===== src/rtl/count_peak_logger_pkg.sv =====
//============================================================================
// Module      : count_pkg
// Description : Shared constants and helpers for the count peak logger.
//               COUNT_W matches the upstream counter output width; the wrap
//               total is a saturating 8-bit event counter.
// Revision    : 1.0 - initial release
//============================================================================
`default_nettype none

package count_pkg;

    localparam int COUNT_W        = 4;
    localparam int WRAP_TOTAL_W   = 8;
    localparam int WRAP_TOTAL_MAX = 255;

    // Saturating increment for the wrap total: sticks at WRAP_TOTAL_MAX.
    function automatic logic [WRAP_TOTAL_W-1:0] sat_inc(input logic [WRAP_TOTAL_W-1:0] v);
        if (v == WRAP_TOTAL_W'(WRAP_TOTAL_MAX)) begin
            return v;
        end
        return v + WRAP_TOTAL_W'(1);
    endfunction

endpackage : count_pkg

`default_nettype wire


===== src/rtl/count_peak_logger_if.sv =====
//============================================================================
// Module      : count_peak_logger_if
// Description : Bundles the count sample input, the peak FIFO valid/ready
//               drain port and the status outputs of the peak logger.
//               master : the environment (drives samples, accepts peaks)
//               slave  : the logger itself
// Ports       : count_in/count_en   - sample stream
//               peak_data/valid/ready - FWFT FIFO drain handshake
//               fifo_level, overflow, stall, wrap_total - status
// Revision    : 1.0 - initial release
//============================================================================
`default_nettype none

interface count_peak_logger_if
    import count_pkg::*;
#(
    parameter int WIDTH = COUNT_W,
    parameter int DEPTH = 4
);

    logic [WIDTH-1:0]          count_in;
    logic                      count_en;
    logic [WIDTH-1:0]          peak_data;
    logic                      peak_valid;
    logic                      peak_ready;
    logic [$clog2(DEPTH):0]    fifo_level;
    logic                      overflow;
    logic                      stall;
    logic [WRAP_TOTAL_W-1:0]   wrap_total;

    modport master (
        output count_in, count_en, peak_ready,
        input  peak_data, peak_valid, fifo_level, overflow, stall, wrap_total
    );

    modport slave (
        input  count_in, count_en, peak_ready,
        output peak_data, peak_valid, fifo_level, overflow, stall, wrap_total
    );

endinterface : count_peak_logger_if

`default_nettype wire


===== src/rtl/count_peak_logger_fifo.sv =====
//============================================================================
// Module      : peak_fifo
// Description : First-word fall-through FIFO for logged peaks. Pointers wrap
//               modulo DEPTH; a separate level counter tells full from empty.
//               A push into a full FIFO is accepted only if a pop happens in
//               the same cycle, otherwise it is dropped and o_drop pulses.
// Ports       : clk, clear (async, active-high)
//               i_push/i_push_data - write side
//               i_pop_ready        - consumer ready; pop = valid & ready
//               o_data/o_valid     - head of queue
//               o_level            - occupancy 0..DEPTH
//               o_drop             - combinational: push lost to full FIFO
// Revision    : 1.0 - initial release
//============================================================================
`default_nettype none

module peak_fifo #(
    parameter int WIDTH = 4,
    parameter int DEPTH = 4
) (
    input  wire logic                   clk,
    input  wire logic                   clear,
    input  wire logic                   i_push,
    input  wire logic [WIDTH-1:0]       i_push_data,
    input  wire logic                   i_pop_ready,
    output logic      [WIDTH-1:0]       o_data,
    output logic                        o_valid,
    output logic      [$clog2(DEPTH):0] o_level,
    output logic                        o_drop
);

    localparam int PTR_W = $clog2(DEPTH);
    localparam int LVL_W = PTR_W + 1;
    localparam logic [LVL_W-1:0] c_full_level = LVL_W'(DEPTH);

    logic [WIDTH-1:0] r_mem_q [DEPTH];
    logic [WIDTH-1:0] w_mem_d [DEPTH];
    logic [PTR_W-1:0] r_wr_ptr_q, w_wr_ptr_d;
    logic [PTR_W-1:0] r_rd_ptr_q, w_rd_ptr_d;
    logic [LVL_W-1:0] r_level_q,  w_level_d;

    logic w_full;
    logic w_pop;
    logic w_accept;

    assign o_valid = (r_level_q != '0);
    assign o_level = r_level_q;
    // Head is forced to zero while empty so the idle/reset value is defined.
    assign o_data  = o_valid ? r_mem_q[r_rd_ptr_q] : '0;

    assign w_full   = (r_level_q == c_full_level);
    assign w_pop    = o_valid && i_pop_ready;
    // When full, the slot being written is the one being popped this cycle.
    assign w_accept = i_push && (!w_full || w_pop);
    assign o_drop   = i_push && w_full && !w_pop;

    always_comb begin
        w_mem_d    = r_mem_q;
        w_wr_ptr_d = r_wr_ptr_q;
        w_rd_ptr_d = r_rd_ptr_q;
        w_level_d  = r_level_q;
        if (w_accept) begin
            w_mem_d[r_wr_ptr_q] = i_push_data;
            w_wr_ptr_d          = r_wr_ptr_q + PTR_W'(1);
        end
        if (w_pop) begin
            w_rd_ptr_d = r_rd_ptr_q + PTR_W'(1);
        end
        case ({w_accept, w_pop})
            2'b10:   w_level_d = r_level_q + LVL_W'(1);
            2'b01:   w_level_d = r_level_q - LVL_W'(1);
            default: w_level_d = r_level_q;
        endcase
    end

    // Storage needs no reset: contents are only visible while o_valid is set.
    always_ff @(posedge clk) begin
        r_mem_q <= w_mem_d;
    end

    always_ff @(posedge clk or posedge clear) begin
        if (clear) begin
            r_wr_ptr_q <= '0;
            r_rd_ptr_q <= '0;
            r_level_q  <= '0;
        end else begin
            r_wr_ptr_q <= w_wr_ptr_d;
            r_rd_ptr_q <= w_rd_ptr_d;
            r_level_q  <= w_level_d;
        end
    end

endmodule : peak_fifo

`default_nettype wire


===== src/rtl/count_peak_logger.sv =====
//============================================================================
// Module      : count_peak_logger
// Description : Watches a counter's output stream, detects every downward
//               jump and logs the value held just before the drop into a
//               small FWFT FIFO. Also flags a stalled counter and keeps a
//               saturating count of drops.
// Ports       : clk   - clock
//               clear - asynchronous active-high reset
//               bus   - count_peak_logger_if.slave (samples, peak drain,
//                       fifo_level, overflow, stall, wrap_total)
// Revision    : 1.0 - initial release
//============================================================================
`default_nettype none

module count_peak_logger
    import count_pkg::*;
#(
    parameter int WIDTH       = COUNT_W,
    parameter int DEPTH       = 4,
    parameter int STALL_LIMIT = 8
) (
    input  wire logic            clk,
    input  wire logic            clear,
    count_peak_logger_if.slave   bus
);

    localparam int HR_W = $clog2(STALL_LIMIT + 1);
    localparam logic [HR_W-1:0] c_stall_limit = HR_W'(STALL_LIMIT);

    logic [WIDTH-1:0]        r_prev_q,     w_prev_d;
    logic                    r_prev_vld_q, w_prev_vld_d;
    logic [HR_W-1:0]         r_hold_run_q, w_hold_run_d;
    logic [WRAP_TOTAL_W-1:0] r_wrap_q,     w_wrap_d;
    logic                    r_ovf_q,      w_ovf_d;

    logic w_drop_evt;
    logic w_equal;
    logic w_fifo_drop;

    // The very first sample after clear only seeds r_prev_q.
    assign w_drop_evt = bus.count_en && r_prev_vld_q && (bus.count_in <  r_prev_q);
    assign w_equal    = bus.count_en && r_prev_vld_q && (bus.count_in == r_prev_q);

    always_comb begin
        w_prev_d     = r_prev_q;
        w_prev_vld_d = r_prev_vld_q;
        w_hold_run_d = r_hold_run_q;
        w_wrap_d     = r_wrap_q;
        w_ovf_d      = r_ovf_q;
        if (bus.count_en) begin
            w_prev_d     = bus.count_in;
            w_prev_vld_d = 1'b1;
            if (w_equal) begin
                if (r_hold_run_q != c_stall_limit) begin
                    w_hold_run_d = r_hold_run_q + HR_W'(1);
                end
            end else begin
                w_hold_run_d = '0;
            end
        end
        // Drops still count even when the FIFO had to discard the entry.
        if (w_drop_evt) begin
            w_wrap_d = sat_inc(r_wrap_q);
        end
        if (w_fifo_drop) begin
            w_ovf_d = 1'b1;
        end
    end

    always_ff @(posedge clk or posedge clear) begin
        if (clear) begin
            r_prev_q     <= '0;
            r_prev_vld_q <= 1'b0;
            r_hold_run_q <= '0;
            r_wrap_q     <= '0;
            r_ovf_q      <= 1'b0;
        end else begin
            r_prev_q     <= w_prev_d;
            r_prev_vld_q <= w_prev_vld_d;
            r_hold_run_q <= w_hold_run_d;
            r_wrap_q     <= w_wrap_d;
            r_ovf_q      <= w_ovf_d;
        end
    end

    assign bus.stall      = (r_hold_run_q == c_stall_limit);
    assign bus.wrap_total = r_wrap_q;
    assign bus.overflow   = r_ovf_q;

    peak_fifo #(
        .WIDTH (WIDTH),
        .DEPTH (DEPTH)
    ) u_peak_fifo (
        .clk         (clk),
        .clear       (clear),
        .i_push      (w_drop_evt),
        .i_push_data (r_prev_q),
        .i_pop_ready (bus.peak_ready),
        .o_data      (bus.peak_data),
        .o_valid     (bus.peak_valid),
        .o_level     (bus.fifo_level),
        .o_drop      (w_fifo_drop)
    );

endmodule : count_peak_logger

`default_nettype wire


===== src/flat_wrapper.sv =====
// flat-port wrapper written by rule: the top's interface ports become plain ports
module count_peak_logger_flat import count_pkg::*;
#(
    parameter int WIDTH       = COUNT_W,
    parameter int DEPTH       = 4,
    parameter int STALL_LIMIT = 8
)
  (clk, clear, bus_count_in, bus_count_en, bus_peak_ready, bus_peak_data, bus_peak_valid, bus_fifo_level, bus_overflow, bus_stall, bus_wrap_total);
  count_peak_logger_if #(.WIDTH(WIDTH), .DEPTH(DEPTH)) bus_i ();
  input  wire logic clk;
  input  wire logic clear;
  input wire logic [$bits(bus_i.count_in)-1:0] bus_count_in;
  input wire logic [$bits(bus_i.count_en)-1:0] bus_count_en;
  input wire logic [$bits(bus_i.peak_ready)-1:0] bus_peak_ready;
  output wire logic [$bits(bus_i.peak_data)-1:0] bus_peak_data;
  output wire logic [$bits(bus_i.peak_valid)-1:0] bus_peak_valid;
  output wire logic [$bits(bus_i.fifo_level)-1:0] bus_fifo_level;
  output wire logic [$bits(bus_i.overflow)-1:0] bus_overflow;
  output wire logic [$bits(bus_i.stall)-1:0] bus_stall;
  output wire logic [$bits(bus_i.wrap_total)-1:0] bus_wrap_total;
  assign bus_i.count_in = bus_count_in;
  assign bus_i.count_en = bus_count_en;
  assign bus_i.peak_ready = bus_peak_ready;
  assign bus_peak_data = bus_i.peak_data;
  assign bus_peak_valid = bus_i.peak_valid;
  assign bus_fifo_level = bus_i.fifo_level;
  assign bus_overflow = bus_i.overflow;
  assign bus_stall = bus_i.stall;
  assign bus_wrap_total = bus_i.wrap_total;
  count_peak_logger #(.WIDTH(WIDTH), .DEPTH(DEPTH), .STALL_LIMIT(STALL_LIMIT)) u_core (.clk(clk), .clear(clear), .bus(bus_i));
endmodule

===== config.mk =====
export PLATFORM = sky130hd
export DESIGN_NAME = count_peak_logger_flat
export DESIGN_NICKNAME = d
export VERILOG_FILES = /design/src/rtl/count_peak_logger_pkg.sv /design/src/rtl/count_peak_logger_if.sv /design/src/rtl/count_peak_logger_fifo.sv /design/src/rtl/count_peak_logger.sv /design/src/flat_wrapper.sv
export SDC_FILE = /design/constraint.sdc
export NUM_CORES = 1
export LEC_CHECK = 0
export CORE_ASPECT_RATIO = 2
export CORE_MARGIN = 10
export CORE_UTILIZATION = 30
export CTS_BUF_LIST = sky130_fd_sc_hd__clkbuf_16
export DETAILED_ROUTE_END_ITERATION = 10
export PLACE_DENSITY = 0.47
export REMOVE_ABC_BUFFERS = 1
export SYNTH_ARGS = -nofsm -noshare
export SYNTH_HDL_FRONTEND = slang
export SYNTH_SLANG_ARGS = --single-unit
export TNS_END_PERCENT = 100

===== constraint.sdc =====
create_clock -name clk -period 3.2 [get_ports clk]
set_input_delay 0.96 -clock clk [delete_from_list [all_inputs] [get_ports clk]]
set_output_delay 0.96 -clock clk [all_outputs]
set_load 0.1 [all_outputs]

* Word-level counts from Yosys, hierarchy flattened
Cells that the tools add are included. W data, S select, Z words.
Word-level totals: memory bits (writable) 0, bits in read-only memories 0, logic and storage cells 61, flip-flop bits (word level) 41, latch bits 0, memories 0, output and inout bits 18
Cells by class: eq/ne operators 9, reductions and logical operators 15, shifts and indexed selects 0, add/subtract/negate cells 6, divide/modulo/power cells 0, bitwise gates (word level) 2, $mul 0, muxes and demuxes 13, $lt $le $gt $ge 4
Operator list (count):
- $mux W4 | 6
- $bwmux W16 | 1
- $add A8 B1 Y8 const B | 1
- $bmux W4 S2 | 1
- $demux W4 S2 | 1
- $eq A8 B8 Y1 const B | 1
- $logic_and A1 B1 Y1 | 8
- $mux W8 | 1
- $ge A3 B3 Y1 const B | 2
- $not A2 Y3 | 2
- $pmux W3 S2 | 1
- $add A2 B1 Y2 const B | 2
- $add A4 B1 Y4 const B | 1
- $eq A4 B4 Y1 | 1
- $eq A4 B4 Y1 const B | 1
- $lt A4 B4 Y1 | 1
- $ne A2 B2 Y1 const B | 2
- $ne A4 B4 Y1 const B | 1
- $reduce_and A2 Y1 | 2
- $add A3 B1 Y3 const B | 1
- $eq A3 B3 Y1 const B | 1
- $lt A3 B1 Y1 const B | 1
- $reduce_bool A3 Y1 | 1
- $sub A3 B1 Y3 const B | 1
- other kinds (6) | 8

* Logic depth before layout (Yosys ltp)
depth after elaboration 6, depth in mapped cells 11, gate-level depth less buffers 11

* Hierarchy
A second synthesis with hierarchy kept.
Unflattened totals: cell total of the unflattened synthesis 160, area, all modules 2019.4 µm²
By module, submodules not included:
- peak_fifo | times used 1, area an instance 1053.5 µm², cells an instance 65, sequential area each 655.6 µm²
- count_peak_logger | times used 1, area an instance 965.9 µm², cells an instance 95, sequential area each 450.4 µm²

* Least setup slack after synthesis
No wires, ideal clock.
path kind reg2out, start point register u_core.u_peak_fifo.r_level_q[0] (netlist: u_core.u_peak_fifo.o_level[0]), end point output port bus_peak_data[0], setup slack -368 ps, required time 2240 ps, data arrival time 2608 ps, stages on the path, launching flop included 4, cells stage by stage dfrtp_1 > or3_1 > clkbuf_2 > and2_1
Between the ends: word-level cells in the longest chain between the ends 2
Ends and longest elaborated chain:
- start: declaration | RTL line count_peak_logger_fifo.sv:40 | logic [LVL_W-1:0] r_level_q, w_level_d;
- start signal: assignment | RTL line count_peak_logger_fifo.sv:89 | r_level_q <= w_level_d;
- $reduce_bool A3 Y1 | RTL line count_peak_logger_fifo.sv:46 | assign o_valid = (r_level_q != '0);
- named net bus_peak_valid | RTL line flat_wrapper.sv:16 | output wire logic [$bits(bus_i.peak_valid)-1:0] bus_peak_valid;
- $mux W4 | RTL line count_peak_logger_fifo.sv:49 | assign o_data = o_valid ? r_mem_q[r_rd_ptr_q] : '0;
- end: declaration | RTL line flat_wrapper.sv:15 | output wire logic [$bits(bus_i.peak_data)-1:0] bus_peak_data;
The timed path passes the listed nets, and every way through them passes these cells.

* Worst setup path in the final report
start point input port bus_count_in[1], end point register u_core.u_peak_fifo.r_level_q[2] (netlist: u_core.u_peak_fifo.o_level[2])
Between the ends: word-level cells in the longest chain between the ends 5, elaborated cells between the ends (all ways) 7, classes of those cells order compare: 1; eq/ne: 2; mux: 1; reduce/logical: 3
Ends and longest elaborated chain:
- start: declaration | RTL line flat_wrapper.sv:12 | input wire logic [$bits(bus_i.count_in)-1:0] bus_count_in;
- $lt A4 B4 Y1 (*) | RTL line count_peak_logger.sv:41 | assign w_drop_evt = bus.count_en && r_prev_vld_q && (bus.count_in < r_prev_q);
- $logic_and A1 B1 Y1 (*) | RTL line count_peak_logger.sv:41
- $logic_and A1 B1 Y1 (*) | RTL line count_peak_logger_fifo.sv:54 | assign w_accept = i_push && (!w_full || w_pop);
- $eq A2 B1 Y1 or $eq A2 B2 Y1 (tied branches) | RTL line count_peak_logger_fifo.sv:69 | case ({w_accept, w_pop})
- $pmux W3 S2 or $reduce_bool A2 Y1 (tied branches)
Mark *: on every way between the ends. The rest lies on a longest branch, timed or not. A chain may end at the register's enable or synchronous reset.

==> results.yml <==
detailed_routing:
  viasPerCell: 4.72
  via_count: 1373
  drc: 0
  drt_iter0_markers: 13
  postRouteAntennaNets: 0
  drtPass1Iterations: 4
  wirelength_microns: 4420
  routedWlPerCell_microns: 15.2
synthesis:
  yosys-top-cells-count: "dfrtp_1, edfxtp_1, nand2_1"
  synth_area_per_cell_sq_um: 12.5
  yosysUniqueCellTypes: 46
  netlist_area_sq_mm: 0.00206
  synth_area_leader_cell: "dfrtp_1"
  yosysMostFrequentCell: "dfrtp_1"
  yosysSeqAreaShare_pct: 53.7
  synth_edf_count: 16
  ys_seq_elements: 41
  synth_area_leaders: "dfrtp_1, edfxtp_1, ha_1"
  synth_top_flop_cell: "dfrtp_1"
  synth-warning-count: 0
  synth_top_cell_area_share_pct: 30.4
  syn_inst: 165
  ys_async_sr_fraction_pct: 61.0
clock_network:
  ctsHoldBuffers: 0
  cts_tree: "yes"
  cts-root-buf: "clkbuf_16"
  clock-sinks: 41
  cts_buffers: 5
  insertion_delay_ps: 280
  h-tree-depth: 2
  cts_setup_buffers: 0
  clkTransAtPathRegs_ps: 60
  cts_max_path_buffers: 2
  cts-resized-gates: 0
final_layout:
  diodes: 0
  post_route_cells_drive_above_1_share_pct: 25.6
  postLayoutCoreUtil_pct: 38.8
  area_growth_pct: 25.8
  fin_nets: 222
  fillers: 674
placed_design:
  gp_congestion: 0.813
  placement.io_buffers: 25
  place_hpwl_microns: 3560
timing:
  rsz0062_at_grt: "no"
  max_freq_ghz: 0.337
  tightest_slew_ps: 402
  setup_tns_ps: 0
  period_needed_ps: 2960
  skew_ps: 4.95
  hold_viol_final: 0
  drv_slew: 0
  relSlewSlack_pct: 73.0
  post-route-period-util_pct: 92.6
  setup_viol: 0
grt:
  grt_max_degree: 26
  grt_overflow: 0
  grt_pass1_vias: 1548
  grt_pass1_wl_microns: 7330
  antenna_found_initial: 0
  track_usage_pct: 8.75
floorplanning:
  die_h_microns: 137
  coreArea_sq_mm: 0.00667
  die_area_sq_mm: 0.0108
  chipWidth_microns: 78.6
  io_pins: 26
  rows: 42
  initial_core_util_pct: 30.9
min_path:
  worstHoldStart: "u_core.bus.overflow"
  min_path_type: "flop to flop"
critical_path:
  worstSetupPathType: "input pin to flop"
  reg2reg_from: "u_core.u_peak_fifo.o_level[0]"
  start_kind: "input pin"
  worstSetupEndpointType: "flop"
  required_ps: 3350
  crit_arrival_ps: 3110
  critPathMaxFanout: 2
  crit_start: "bus_count_in[1]"
job:
  max_cap_viol_count: 0
status:
  status: "finished, final reports clean"
cells in the final DEF (no fill, tap or decap), types with 2 or more instances in the layout:
cell and instances:
edfxtp_1 16, clkbuf_16 5, nor3_1 2, clkdlybuf4s50_1 7, o221ai_1 2, and2_1 8, nand4_1 4, buf_4 28
inv_1 12, mux4_2 4, mux2_2 3, and3_1 2, o21ai_0 7, a21oi_1 5, nor2b_1 2, or3_1 3
ha_1 11, nand3_1 5, xnor2_1 9, nand2_1 14, nor2_1 3, dfrtp_1 25
registers in the layout, indices dropped and copies added (netlist names):
name and count:
u_core.bus.overflow 1, u_core.bus.wrap_total 8, u_core.r_hold_run_q 4, u_core.r_prev_q 4
u_core.r_prev_vld_q 1, u_core.u_peak_fifo.o_level 3, u_core.u_peak_fifo.r_mem_q 16, u_core.u_peak_fifo.r_rd_ptr_q 2
u_core.u_peak_fifo.r_wr_ptr_q 2
area by class of cell:
| class | instances | area, sq um | share of cell area, % |
|---|---|---|---|
| well taps | 88 | 110 | 4.25 |
| repair buffers | 35 | 280 | 10.8 |
| multi-input cells | 107 | 885 | 34.1 |
| flip-flops and latches | 41 | 1110 | 42.7 |
| clock buffers | 5 | 125 | 4.83 |
| clock inverters | 3 | 41.3 | 1.59 |
| inverters | 12 | 45.0 | 1.74 |
critical path, stage by stage:
cell             delay (ps)
clkdlybuf4s50_1         440
ha_1                    310
nor2b_1                 150
o21ba_2                 230
nor2_4                  110
nor2_1                   60
fa_1                    380
nor2b_1                 160
a21oi_1                  60
a21oi_1                 120
o221ai_1                130
final timing paths:
| check | end | slack, ps | cells after the start |
|---|---|---|---|
| max in group asynchronous | u_core.u_peak_fifo.r_wr_ptr_q[1] | 1910 | 3 |
| min in group asynchronous | u_core.u_peak_fifo.o_level[2] | 1030 | 3 |
| worst min register to register | u_core.bus.overflow | 480 | 1 |
| worst max-delay path | u_core.u_peak_fifo.o_level[2] | 240 | 11 |
| worst max register to register | u_core.u_peak_fifo.o_level[2] | 900 | 8 |
| worst min-delay path | u_core.bus.overflow | 480 | 1 |
kinds of logic after synthesis:
family	synth area share, %
DFF	53.7
adders and majority gates	7.65
xor gates and xnor gates	5.04
muxes	7.29
buffers and inverters	3.40
AOI/OAI and AO/OA	8.14
and+or+nand+nor	14.8
through the flow:
stage	instance area [sq um]	hold slack, ps	worst slack [ps]	instances
floorplan	2040	459	-595	160
global placement	2430	467	17.0	283
detailed placement	2430	463	-29.6	283
CTS	2590	487	239	291
global route	2590	503	117	291
finish	2590	482	237	291
layer usage:
| layer | up-vias | GRT usage [%] | routed length (microns) |
|---|---|---|---|
| met4 | 0 | 4.31 | 53 |
| met2 | 23 | 17.7 | 2670 |
| met3 | 4 | 2.48 | 214 |
| met5 | - | 0 | 0 |
| li1 | 657 | - | - |
| met1 | 689 | 7.29 | 1480 |
Power is not shown: default switching activity piles up to over one toggle a cycle in this logic, so the estimate is an artifact.
